==> config.mk <==
export PLATFORM = sky130hd
export DESIGN_NAME = button_conditioner_flat
export DESIGN_NICKNAME = d
export VERILOG_FILES = /design/src/rtl/tamagotchi_pkg.sv /design/src/rtl/button_conditioner_if.sv /design/src/rtl/btn_channel.sv /design/src/rtl/button_conditioner.sv /design/src/flat_wrapper.sv
export SDC_FILE = /design/constraint.sdc
export NUM_CORES = 1
export LEC_CHECK = 0
export BUFFER_PORTS_ARGS = -buffer_cell sky130_fd_sc_hd__buf_2
export CAP_MARGIN = 20
export CORE_MARGIN = 1.5
export CORE_UTILIZATION = 25
export DETAILED_ROUTE_END_ITERATION = 7
export GPL_ROUTABILITY_DRIVEN = 0
export PLACE_DENSITY = 0.37
export SLEW_MARGIN = 40
export SYNTH_ARGS = -nofsm -noshare
export SYNTH_HDL_FRONTEND = slang
export SYNTH_SLANG_ARGS = --single-unit
==> constraint.sdc <==
create_clock -name clk -period 3.16 [get_ports clk]
set_input_delay 0.158 -clock clk [delete_from_list [all_inputs] [get_ports clk]]
set_output_delay 0.158 -clock clk [all_outputs]
set_load 0.1 [all_outputs]
==> src/rtl/tamagotchi_pkg.sv <==
// Shared definitions for the button conditioner: channel FSM encoding,
// default timing constants and a counter-width helper.
package tamagotchi_pkg;

    localparam int DEF_N_BTN      = 5;      // Sleep, Awake, Feed, Play, Test
    localparam int DEF_TICK_DIV   = 50000;  // 1 ms tick at 50 MHz
    localparam int DEF_DEB_TICKS  = 20;     // stable ticks to accept a change
    localparam int DEF_LONG_TICKS = 5000;   // held ticks before a long press

    typedef enum logic [2:0] {
        ST_IDLE        = 3'd0,
        ST_DEB_PRESS   = 3'd1,
        ST_PRESSED     = 3'd2,
        ST_LONG        = 3'd3,
        ST_DEB_RELEASE = 3'd4
    } btn_state_e;

    // Bits needed to hold a counter that saturates at thr.
    function automatic int cnt_width(input int thr);
        return (thr < 1) ? 1 : $clog2(thr + 1);
    endfunction

endpackage

==> src/rtl/button_conditioner_if.sv <==
// Button bundle: raw active-low inputs plus the conditioned level and
// event pulses, one bit per channel.
interface button_conditioner_if #(
    parameter int N_BTN = 5
);
    logic [N_BTN-1:0] btn_n;
    logic [N_BTN-1:0] level;
    logic [N_BTN-1:0] press_pulse;
    logic [N_BTN-1:0] long_pulse;
    logic [N_BTN-1:0] release_pulse;

    modport master (
        output btn_n,
        input  level, press_pulse, long_pulse, release_pulse
    );

    modport slave (
        input  btn_n,
        output level, press_pulse, long_pulse, release_pulse
    );
endinterface

==> src/rtl/btn_channel.sv <==
// One button channel: synchronizer, debounce/long-press FSM and
// registered one-clock event pulses.
module btn_channel
    import tamagotchi_pkg::*;
#(
    parameter int DEB_TICKS  = DEF_DEB_TICKS,
    parameter int LONG_TICKS = DEF_LONG_TICKS
) (
    input  logic clk,
    input  logic rst,
    input  logic tick,
    input  logic btn_n,
    output logic level,
    output logic press_pulse,
    output logic long_pulse,
    output logic release_pulse
);
    localparam int DEB_W  = cnt_width(DEB_TICKS);
    localparam int HOLD_W = cnt_width(LONG_TICKS);
    localparam logic [DEB_W-1:0]  DEB_MAX  = DEB_W'(DEB_TICKS);
    localparam logic [HOLD_W-1:0] HOLD_MAX = HOLD_W'(LONG_TICKS);

    logic [1:0]        sync_q;
    logic              s;
    btn_state_e        state_q, state_d;
    logic [DEB_W-1:0]  deb_q, deb_d, deb_inc;
    logic [HOLD_W-1:0] hold_q, hold_d, hold_inc;
    logic              from_long_q, from_long_d;
    logic              press_q, press_d;
    logic              long_q, long_d;
    logic              rel_q, rel_d;

    // Two-flop synchronizer; resets to the released (high) level.
    always_ff @(posedge clk or negedge rst) begin
        if (!rst) sync_q <= 2'b11;
        else      sync_q <= {sync_q[0], btn_n};
    end

    assign s = ~sync_q[1];

    // Saturating increments so the counters can never wrap.
    always_comb begin
        deb_inc  = (deb_q == DEB_MAX)   ? deb_q  : deb_q + DEB_W'(1);
        hold_inc = (hold_q == HOLD_MAX) ? hold_q : hold_q + HOLD_W'(1);
    end

    // Next-state and pulse decode; a release glitch returns to the origin state.
    always_comb begin
        state_d     = state_q;
        deb_d       = deb_q;
        hold_d      = hold_q;
        from_long_d = from_long_q;
        press_d     = 1'b0;
        long_d      = 1'b0;
        rel_d       = 1'b0;
        case (state_q)
            ST_IDLE: begin
                if (s) begin
                    state_d = ST_DEB_PRESS;
                    deb_d   = '0;
                end
            end
            ST_DEB_PRESS: begin
                if (!s) begin
                    state_d = ST_IDLE;
                end else if (tick) begin
                    deb_d = deb_inc;
                    if (deb_inc == DEB_MAX) begin
                        state_d = ST_PRESSED;
                        hold_d  = '0;
                        press_d = 1'b1;
                    end
                end
            end
            ST_PRESSED: begin
                if (!s) begin
                    state_d     = ST_DEB_RELEASE;
                    deb_d       = '0;
                    from_long_d = 1'b0;
                end else if (tick) begin
                    hold_d = hold_inc;
                    if (hold_inc == HOLD_MAX) begin
                        state_d = ST_LONG;
                        long_d  = 1'b1;
                    end
                end
            end
            ST_LONG: begin
                if (!s) begin
                    state_d     = ST_DEB_RELEASE;
                    deb_d       = '0;
                    from_long_d = 1'b1;
                end
            end
            ST_DEB_RELEASE: begin
                if (s) begin
                    state_d = from_long_q ? ST_LONG : ST_PRESSED;
                end else if (tick) begin
                    deb_d = deb_inc;
                    if (deb_inc == DEB_MAX) begin
                        state_d = ST_IDLE;
                        rel_d   = 1'b1;
                    end
                end
            end
            default: state_d = ST_IDLE;
        endcase
    end

    // FSM, counters and pulse registers.
    always_ff @(posedge clk or negedge rst) begin
        if (!rst) begin
            state_q     <= ST_IDLE;
            deb_q       <= '0;
            hold_q      <= '0;
            from_long_q <= 1'b0;
            press_q     <= 1'b0;
            long_q      <= 1'b0;
            rel_q       <= 1'b0;
        end else begin
            state_q     <= state_d;
            deb_q       <= deb_d;
            hold_q      <= hold_d;
            from_long_q <= from_long_d;
            press_q     <= press_d;
            long_q      <= long_d;
            rel_q       <= rel_d;
        end
    end

    // The button counts as pressed from acceptance until release is accepted.
    assign level = (state_q == ST_PRESSED) || (state_q == ST_LONG) ||
                   (state_q == ST_DEB_RELEASE);
    assign press_pulse   = press_q;
    assign long_pulse    = long_q;
    assign release_pulse = rel_q;

endmodule

==> src/rtl/button_conditioner.sv <==
// Button conditioner top: shared tick prescaler feeding N_BTN
// independent debounce channels.
module button_conditioner
    import tamagotchi_pkg::*;
#(
    parameter int N_BTN      = DEF_N_BTN,
    parameter int TICK_DIV   = DEF_TICK_DIV,
    parameter int DEB_TICKS  = DEF_DEB_TICKS,
    parameter int LONG_TICKS = DEF_LONG_TICKS
) (
    input logic           clk,
    input logic           rst,
    button_conditioner_if.slave bus
);
    localparam int DIV_W = (TICK_DIV > 1) ? $clog2(TICK_DIV) : 1;
    localparam logic [DIV_W-1:0] DIV_LAST = DIV_W'(TICK_DIV - 1);

    logic [DIV_W-1:0] div_q, div_d;
    logic             tick;
    logic [N_BTN-1:0] level_w, press_w, long_w, rel_w;

    // Prescaler wraps at TICK_DIV-1; tick is high for that single cycle.
    always_comb begin
        tick  = (div_q == DIV_LAST);
        div_d = tick ? '0 : div_q + DIV_W'(1);
    end

    // Prescaler register.
    always_ff @(posedge clk or negedge rst) begin
        if (!rst) div_q <= '0;
        else      div_q <= div_d;
    end

    for (genvar gi = 0; gi < N_BTN; gi++) begin : g_chan
        btn_channel #(
            .DEB_TICKS  (DEB_TICKS),
            .LONG_TICKS (LONG_TICKS)
        ) u_chan (
            .clk           (clk),
            .rst           (rst),
            .tick          (tick),
            .btn_n         (bus.btn_n[gi]),
            .level         (level_w[gi]),
            .press_pulse   (press_w[gi]),
            .long_pulse    (long_w[gi]),
            .release_pulse (rel_w[gi])
        );
    end

    assign bus.level         = level_w;
    assign bus.press_pulse   = press_w;
    assign bus.long_pulse    = long_w;
    assign bus.release_pulse = rel_w;

endmodule

==> src/flat_wrapper.sv <==
// flat-port wrapper written by rule: the top's interface ports become plain ports
module button_conditioner_flat import tamagotchi_pkg::*;
#(
    parameter int N_BTN      = DEF_N_BTN,
    parameter int TICK_DIV   = DEF_TICK_DIV,
    parameter int DEB_TICKS  = DEF_DEB_TICKS,
    parameter int LONG_TICKS = DEF_LONG_TICKS
)
  (clk, rst, bus_btn_n, bus_level, bus_press_pulse, bus_long_pulse, bus_release_pulse);
  button_conditioner_if #(.N_BTN(N_BTN)) bus_i ();
  input logic clk;
  input logic rst;
  input wire logic [$bits(bus_i.btn_n)-1:0] bus_btn_n;
  output wire logic [$bits(bus_i.level)-1:0] bus_level;
  output wire logic [$bits(bus_i.press_pulse)-1:0] bus_press_pulse;
  output wire logic [$bits(bus_i.long_pulse)-1:0] bus_long_pulse;
  output wire logic [$bits(bus_i.release_pulse)-1:0] bus_release_pulse;
  assign bus_i.btn_n = bus_btn_n;
  assign bus_level = bus_i.level;
  assign bus_press_pulse = bus_i.press_pulse;
  assign bus_long_pulse = bus_i.long_pulse;
  assign bus_release_pulse = bus_i.release_pulse;
  button_conditioner #(.N_BTN(N_BTN), .TICK_DIV(TICK_DIV), .DEB_TICKS(DEB_TICKS), .LONG_TICKS(LONG_TICKS)) u_core (.clk(clk), .rst(rst), .bus(bus_i));
endmodule
==> metrics.txt, run 1 <==
Post-synth EDFFs 0; Post-CTS Setup Bufs 0; H-tree depth 4; Worst EP arrival 3190 ps; status finished clean; overall power 0.004715 W; Synth area leader dfrtp_1; die width 196.1 microns; post-CTS sizing 0; RSZ-0062 raised after global routing false; pre-CTS WS 304.1 ps; Area growth, synth to finish 12.23%; Yosys warnings 0; crit path max-delay cell type or4b_2; Crit path buffers/inverters 1; vias per cell 4.875; Final setup viols 0; Starting Density 25.45%; HPWL Detailed 15630 microns; drt first pass iters 5; measured slew at the worst slew-check pin 686.5 ps; Max-Cap Viols 0; Slew HR 53.81%; Clock Tree Buf Depth 2; Clock transition at path regs 70 ps; Max Clock Freq 0.3508 GHz; Worst Setup Start Kind flop; Clk pwr share 45.5%; Overflow after GRT 0; Post-Syn Area 0.009319 sq mm; Seq/Total Area, Yosys 40.68%; Net Switching 0.001266 W; antenna violations before repair 0; Worst setup EP type flop; area fraction of the dominant cell type after synthesis 37.86%; Period minus WS final 2851 ps; Seq pwr share 45.2%; CTS Hold Bufs 6; worst min path class in -> async; Final TNS setup 0 ps; CP max stage delay 570 ps; Mapped Avg Cell Area 8.573 sq um; PortBufs 26; worst-path cell chain inv_1 > ha_1 > or4b_2 > or4_1 > xnor2_1 > nor4_1 > nand4b_1 > a221oi_1; cell area after layout 0.01046 sq mm; Worst Clk Skew 9.055 ps; dpl cell area 0.009802 sq mm; Crit Path Category reg -> reg; synthesized net count 1115; largest net degree at the start of global routing 64; Rows 70; Avg WL per Cell 14.65 microns; Leakage 4.234 nW; worst endpoint required time 3500 ps; I/O pin count 27; Int Power 0.003448 W; Peak VDD IR 0.3387 mV; number of buffers created by CTS 17; global-route wire length before repair 38880 microns; Initial DRC Count 364; residual DRC count 0; crit-path max FO 7; Cells after Synth 1087; Yosys reg bits 151; core box area 0.03661 sq mm; Hold Violations, Final 0; clk_lat worst skew 450 ps; Switching Share 26.86%; # clock sinks 151; Synth cell types 74; cells taking the most area after synthesis dfrtp_1 (38%), o21ai_0 (5.9%), nand2_1 (4.8%); antenna viol nets, final 0; Root Buffer clkbuf_16; Slew Viols, Final 0; Top FF cell, synth dfrtp_1; Post-synth ARST share 100.0%; share of layout cells above drive strength 1 10.54%; die area 0.03844 sq mm; Gate power share 9.3%; Pwr per Cell Area 450.8 mW/mm^2; commonest cells in the netlist dfrtp_1 (141), nand2_1 (119), o21ai_0 (110); GRT Total Usage 12.59%; vias in the first global route 7399; Final period util 90.22%; final setup margin 309.1 ps; fin nets 1107; CTS tree done; DR vias 7600; die height 196.1 microns; ANT cells 0; most common cell in the synthesized netlist dfrtp_1; routed wire length 22830 microns; dominant delay contributor by cell family on the critical path simple AND/OR/NAND/NOR gates
cells in the final DEF, fill, tap and decap left out, types with 7 or more instances in the layout:
cell / count
mux2_2: 8
or3_1: 7
nor2b_1: 8
and2_1: 22
xnor2_1: 16
mux2i_1: 10
clkbuf_16: 17
dfstp_2: 10
dfrtp_1: 141
and3_1: 23
buf_4: 15
nand2b_1: 30
nor4_1: 9
ha_1: 21
nand2_1: 119
nor3b_1: 11
o21ai_0: 110
nor3_1: 24
o31ai_1: 17
or2_2: 7
a21oi_1: 49
nor2_1: 92
nand4_1: 20
a22o_1: 7
nand3_1: 44
buf_2: 25
xor2_1: 24
nand3b_1: 12
inv_1: 40
a31oi_1: 19
nand4b_1: 8
power by group through the flow:
stage	registers (W)	logic, W	clock network (W)
after floorplan	0.00210	0.000352	0
after global placement	0.00217	0.000442	0
after detailed placement	0.00216	0.000440	0
after CTS	0.00213	0.000450	0.00224
after global routing	0.00215	0.000520	0.00232
final	0.00213	0.000439	0.00215
per-layer routing:
| metal | vias up | routed length [microns] | share of wire [%] | global-route usage [%] |
|---|---|---|---|---|
| met5 | - | 0 | 0 | 0 |
| met3 | 15 | 531 | 2.3 | 2.888 |
| met2 | 61 | 10700 | 47 | 20.35 |
| met1 | 3650 | 11350 | 50 | 16.73 |
| li1 | 3874 | - | - | - |
| met4 | 0 | 251 | 1.1 | 3.704 |
worst register-to-register path: stages (launching register included):
cell	delay (ps)
dfrtp_1	440
inv_1	120
ha_1	150
or4b_2	570
or4_1	490
xnor2_1	160
nor4_1	340
nand4b_1	160
a221oi_1	320
worst paths after layout:
kind	start	to	slack (ps)	cells past startpoint
worst max register to register	u_core.g_chan[1].u_chan.hold_q[0]$_DFFE_PN0P_	u_core.g_chan[1].u_chan.state_q[0]$_DFFE_PN0P_	310	8
worst max-delay path	u_core.g_chan[1].u_chan.hold_q[0]$_DFFE_PN0P_	u_core.g_chan[1].u_chan.state_q[0]$_DFFE_PN0P_	310	8
min in group clk	bus_btn_n[0]	u_core.g_chan[0].u_chan.sync_q[0]$_DFF_PN1_	350	2
worst min register to register	u_core.g_chan[4].u_chan.sync_q[0]$_DFF_PN1_	u_core.g_chan[4].u_chan.sync_q[1]$_DFF_PN1_	360	0
max in group asynchronous	rst	u_core.g_chan[2].u_chan.sync_q[0]$_DFF_PN1_	2050	3
worst min-delay path	rst	u_core.g_chan[3].u_chan.deb_q[4]$_DFFE_PN0P_	260	2
area by class of cell:
class | count | area (sq um)
flip-flops and latches | 151 | 3791
well taps | 468 | 585.6
clock buffers | 20 | 446.7
clock inverters | 11 | 150.1
fillers | 3913 | 26150
repair buffers | 48 | 329.1
multi-input cells | 821 | 5006
inverters | 40 | 150.1
per-stage QoR:
| step | hold slack, ps | utilization, % | instances |
|---|---|---|---|
| 3_3_place_gp | 208.8 | 26.77 | 1522 |
| 3_5_place_dp | 211.4 | 26.77 | 1522 |
| 2_1_floorplan | -137.6 | - | 1087 |
| 6_report | 264.9 | 28.57 | 1559 |
| 5_1_grt | 318.3 | 28.57 | 1559 |
| 4_1_cts | 283.6 | 28.57 | 1559 |
registers in the layout, indices dropped and copies added (netlist names):
register	cells
u_core.g_chan.u_chan.state_q	15
u_core.g_chan.u_chan.hold_q	65
u_core.g_chan.u_chan.release_pulse	5
u_core.g_chan.u_chan.sync_q	10
u_core.g_chan.u_chan.deb_q	25
u_core.g_chan.u_chan.long_pulse	5
u_core.g_chan.u_chan.press_pulse	5
u_core.div_q	16
u_core.g_chan.u_chan.from_long_q	5
logic make-up after synthesis:
family | after synthesis | share of synthesized area (%)
and+or+nand+nor | 470 | 26.92
AOI/OAI and AO/OA | 272 | 18.11
DFF | 151 | 40.68
buffers and inverters | 115 | 5.666
xor gates and xnor gates | 40 | 3.759
adders and majority gates | 21 | 2.820
muxes | 18 | 2.041
Power figures use the tool's default switching activity.
==> inputs of run 2 (changes only) <==
--- a/config.mk
+++ b/config.mk
@@ -6,11 +6,11 @@
 export NUM_CORES = 1
 export LEC_CHECK = 0
 export BUFFER_PORTS_ARGS = -buffer_cell sky130_fd_sc_hd__buf_2
-export CAP_MARGIN = 20
 export CORE_MARGIN = 1.5
 export CORE_UTILIZATION = 25
 export DETAILED_ROUTE_END_ITERATION = 7
 export GPL_ROUTABILITY_DRIVEN = 0
+export GPL_TIMING_DRIVEN = 0
 export PLACE_DENSITY = 0.37
 export SLEW_MARGIN = 40
 export SYNTH_ARGS = -nofsm -noshare
==> run 2 against run 1 <==
Effect of this change: setup slack worse by 82 ps; worst hold slack worse by 75 ps; global-route usage up 0.34 points; maximum frequency down 2.8%; register-to-register slack worse by 80 ps; critical path depth down 2; sequential power down 2%; first-iteration DRC count up 1.9%; die area unchanged; critical path type unchanged; largest power group unchanged.
==> metrics.txt, run 2 (synthesis gave the netlist of run 1 again) <==
commonest non-fill, non-tap cell in the layout dfrtp_1; Worst Setup Start Kind flop; routing usage on met2 20.46% (+0.11 points); Final period util 92.82% (+2.6 points); Biggest register u_core.g_chan.u_chan.hold_q; Seq pwr share 44.1% (-1.1 points); Gate power share 10.4% (+1.1 points); Worst Clk Skew 11.65 ps (+2.595 ps); worst min path class in -> async; Max Clock Freq 0.3409 GHz (-2.8%); Net Switching 0.001282 W (+1.2%); measured slew at the worst slew-check pin 670.1 ps (-16.38 ps); Avg WL per Cell 14.49 microns (-1.1%); Largest regs u_core.g_chan.u_chan.hold_q (65), u_core.g_chan.u_chan.deb_q (25), u_core.div_q (16); share of layout cells above drive strength 1 12.03% (+1.5 points); Max-Cap Viols 0 (unchanged); commonest cells after routing, fill and taps aside dfrtp_1 (141), nand2_1 (119), o21ai_0 (109); die height 196.1 microns (unchanged); met3 Track Usage GR 2.476% (-0.41 points); HPWL Detailed 16250 microns (+3.9%); Overflow after GRT 0 (unchanged); Final TNS setup 0 ps (unchanged); Root Buffer clkbuf_16; antenna violations before repair 0 (unchanged); Int Power 0.003463 W (+0.43%); die width 196.1 microns (unchanged); Starting Density 25.45% (unchanged); Crit path buffers/inverters 2 (+1); Pwr per Cell Area 438.2 mW/mm^2 (-2.8%); Period minus WS final 2933 ps (+82.17 ps); Initial DRC Count 371 (+1.9%); Slew HR 54.17% (+0.36 points); Area growth, synth to finish 16.21%; Rows 70 (unchanged); Clock Tree Buf Depth 2 (unchanged); Clock transition at path regs 70 ps (about the same); Hold Violations, Final 0 (unchanged); crit path max-delay cell type or4_4; H-tree depth 4 (unchanged); die area 0.03844 sq mm (unchanged); met1 usage 17.94% (+1.2 points); Hold WS 189.6 ps (-75.28 ps); Switching Share 27.01% (+0.15 points); antenna viol nets, final 0 (unchanged); routed wire length 23510 microns (+3.0%); fin nets 1170 (+5.7%); worst-path cell chain or4b_4 > or4_4 > buf_6 > buf_2 > nor3_2 > a31oi_1; GR peak layer met2; # clock sinks 151 (unchanged); dominant delay contributor by cell family on the critical path simple AND/OR/NAND/NOR gates; Leakage 4.414 nW (+4.3%); Non-Filler Instances 1623 (+4.1%); vias in the first global route 7677 (+3.8%); I/O pin count 27 (unchanged); clk_lat worst skew 430 ps (-20 ps); CTS tree done; core box area 0.03661 sq mm (unchanged); Slew Viols, Final 0 (unchanged); Worst EP arrival 3220 ps (+30 ps); crit-path max FO 10 (+3); ANT cells 0 (unchanged); GRT Total Usage 12.93% (+0.34 points); Final Core Density 29.58% (+1.0 points); global-route wire length before repair 40280 microns (+3.6%); status finished clean; CP max stage delay 600 ps (+30 ps); Crit Path Category reg -> reg; largest net degree at the start of global routing 61 (-4.7%); vias per cell 4.779 (-2.0%); Worst setup EP type flop; Clk pwr share 45.5% (about the same); RSZ-0062 raised after global routing false; max reg flops 65 (unchanged); PortBufs 26 (unchanged); number of buffers created by CTS 17 (unchanged); Peak VDD IR 0.2026 mV (-40%); drt first pass iters 5 (unchanged); residual DRC count 0 (unchanged); Post-Place Cells 1584 (+4.1%); Final setup viols 0 (unchanged); DR vias 7757 (+2.1%); worst endpoint required time 3450 ps (-50 ps)
-- run 2: changes by cell type in the layout (fill, tap and decap cells not counted), sizes merged --
cell,change
buf,+16
clkbuf,+45
clkinvlp,+2
inv,+1
-- run 2: final timing paths --
| kind | start | to | slack (ps) | cells past startpoint |
|---|---|---|---|---|
| max in group asynchronous | rst | u_core.g_chan[0].u_chan.sync_q[1]$_DFF_PN1_ | 2290 | 3 |
| worst min register to register | u_core.g_chan[4].u_chan.sync_q[0]$_DFF_PN1_ | u_core.g_chan[4].u_chan.sync_q[1]$_DFF_PN1_ | 360 | 0 |
| worst min-delay path | rst | u_core.g_chan[3].u_chan.hold_q[6]$_DFFE_PN0P_ | 190 | 2 |
| worst max-delay path | u_core.div_q[10]$_DFF_PN0_ | u_core.g_chan[0].u_chan.hold_q[7]$_DFFE_PN0P_ | 230 | 6 |
| min in group clk | u_core.g_chan[4].u_chan.sync_q[0]$_DFF_PN1_ | u_core.g_chan[4].u_chan.sync_q[1]$_DFF_PN1_ | 360 | 0 |
| worst max register to register | u_core.div_q[10]$_DFF_PN0_ | u_core.g_chan[0].u_chan.hold_q[7]$_DFFE_PN0P_ | 230 | 6 |
-- run 2: final cells by class --
class,count,area (sq um)
Buffer,74,382.9
Clock buffer,18,439.2
Clock inverter,14,173.9
Fill cell,3912,25780
Inverter,40,150.1
Multi-Input combinational cell,821,5031
Sequential cell,151,3791
Tap cell,468,585.6
Timing Repair Buffer,37,275.3
-- run 2: routing by layer --
layer | up-vias | routed length (microns)
met5 | - | 0
met4 | 0 | 227
met3 | 13 | 502
met1 | 3672 | 12130
li1 | 4009 | -
met2 | 63 | 10650
-- run 2: power groups by stage --
stage	sequential [W]	clock (W)	combinational [W]
after floorplan	0.00210	0	0.000352
after global placement	0.00213	0	0.000482
after detailed placement	0.00213	0	0.000494
after CTS	0.00209	0.00226	0.000502
after global routing	0.00210	0.00233	0.000573
final	0.00209	0.00216	0.000495
-- run 2: timing repair --
action	in CTS	in global routing
hold buffers	6	0
endpoints found under the setup margin	38	24
hold endpoints to repair	148	0
buffers inserted	1	1
resized for setup	4	5
pin swaps	1	0
-- run 2: metrics by stage --
step	instance area, sq um	setup slack, ps	power, W
floorplan	9319	540.4	0.002453
global placement	10030	-893.4	0.002611
detailed placement	10120	-323.0	0.002620
CTS	10810	0.1033	0.004852
global route	10830	10.68	0.005006
finish	10830	227.0	0.004745
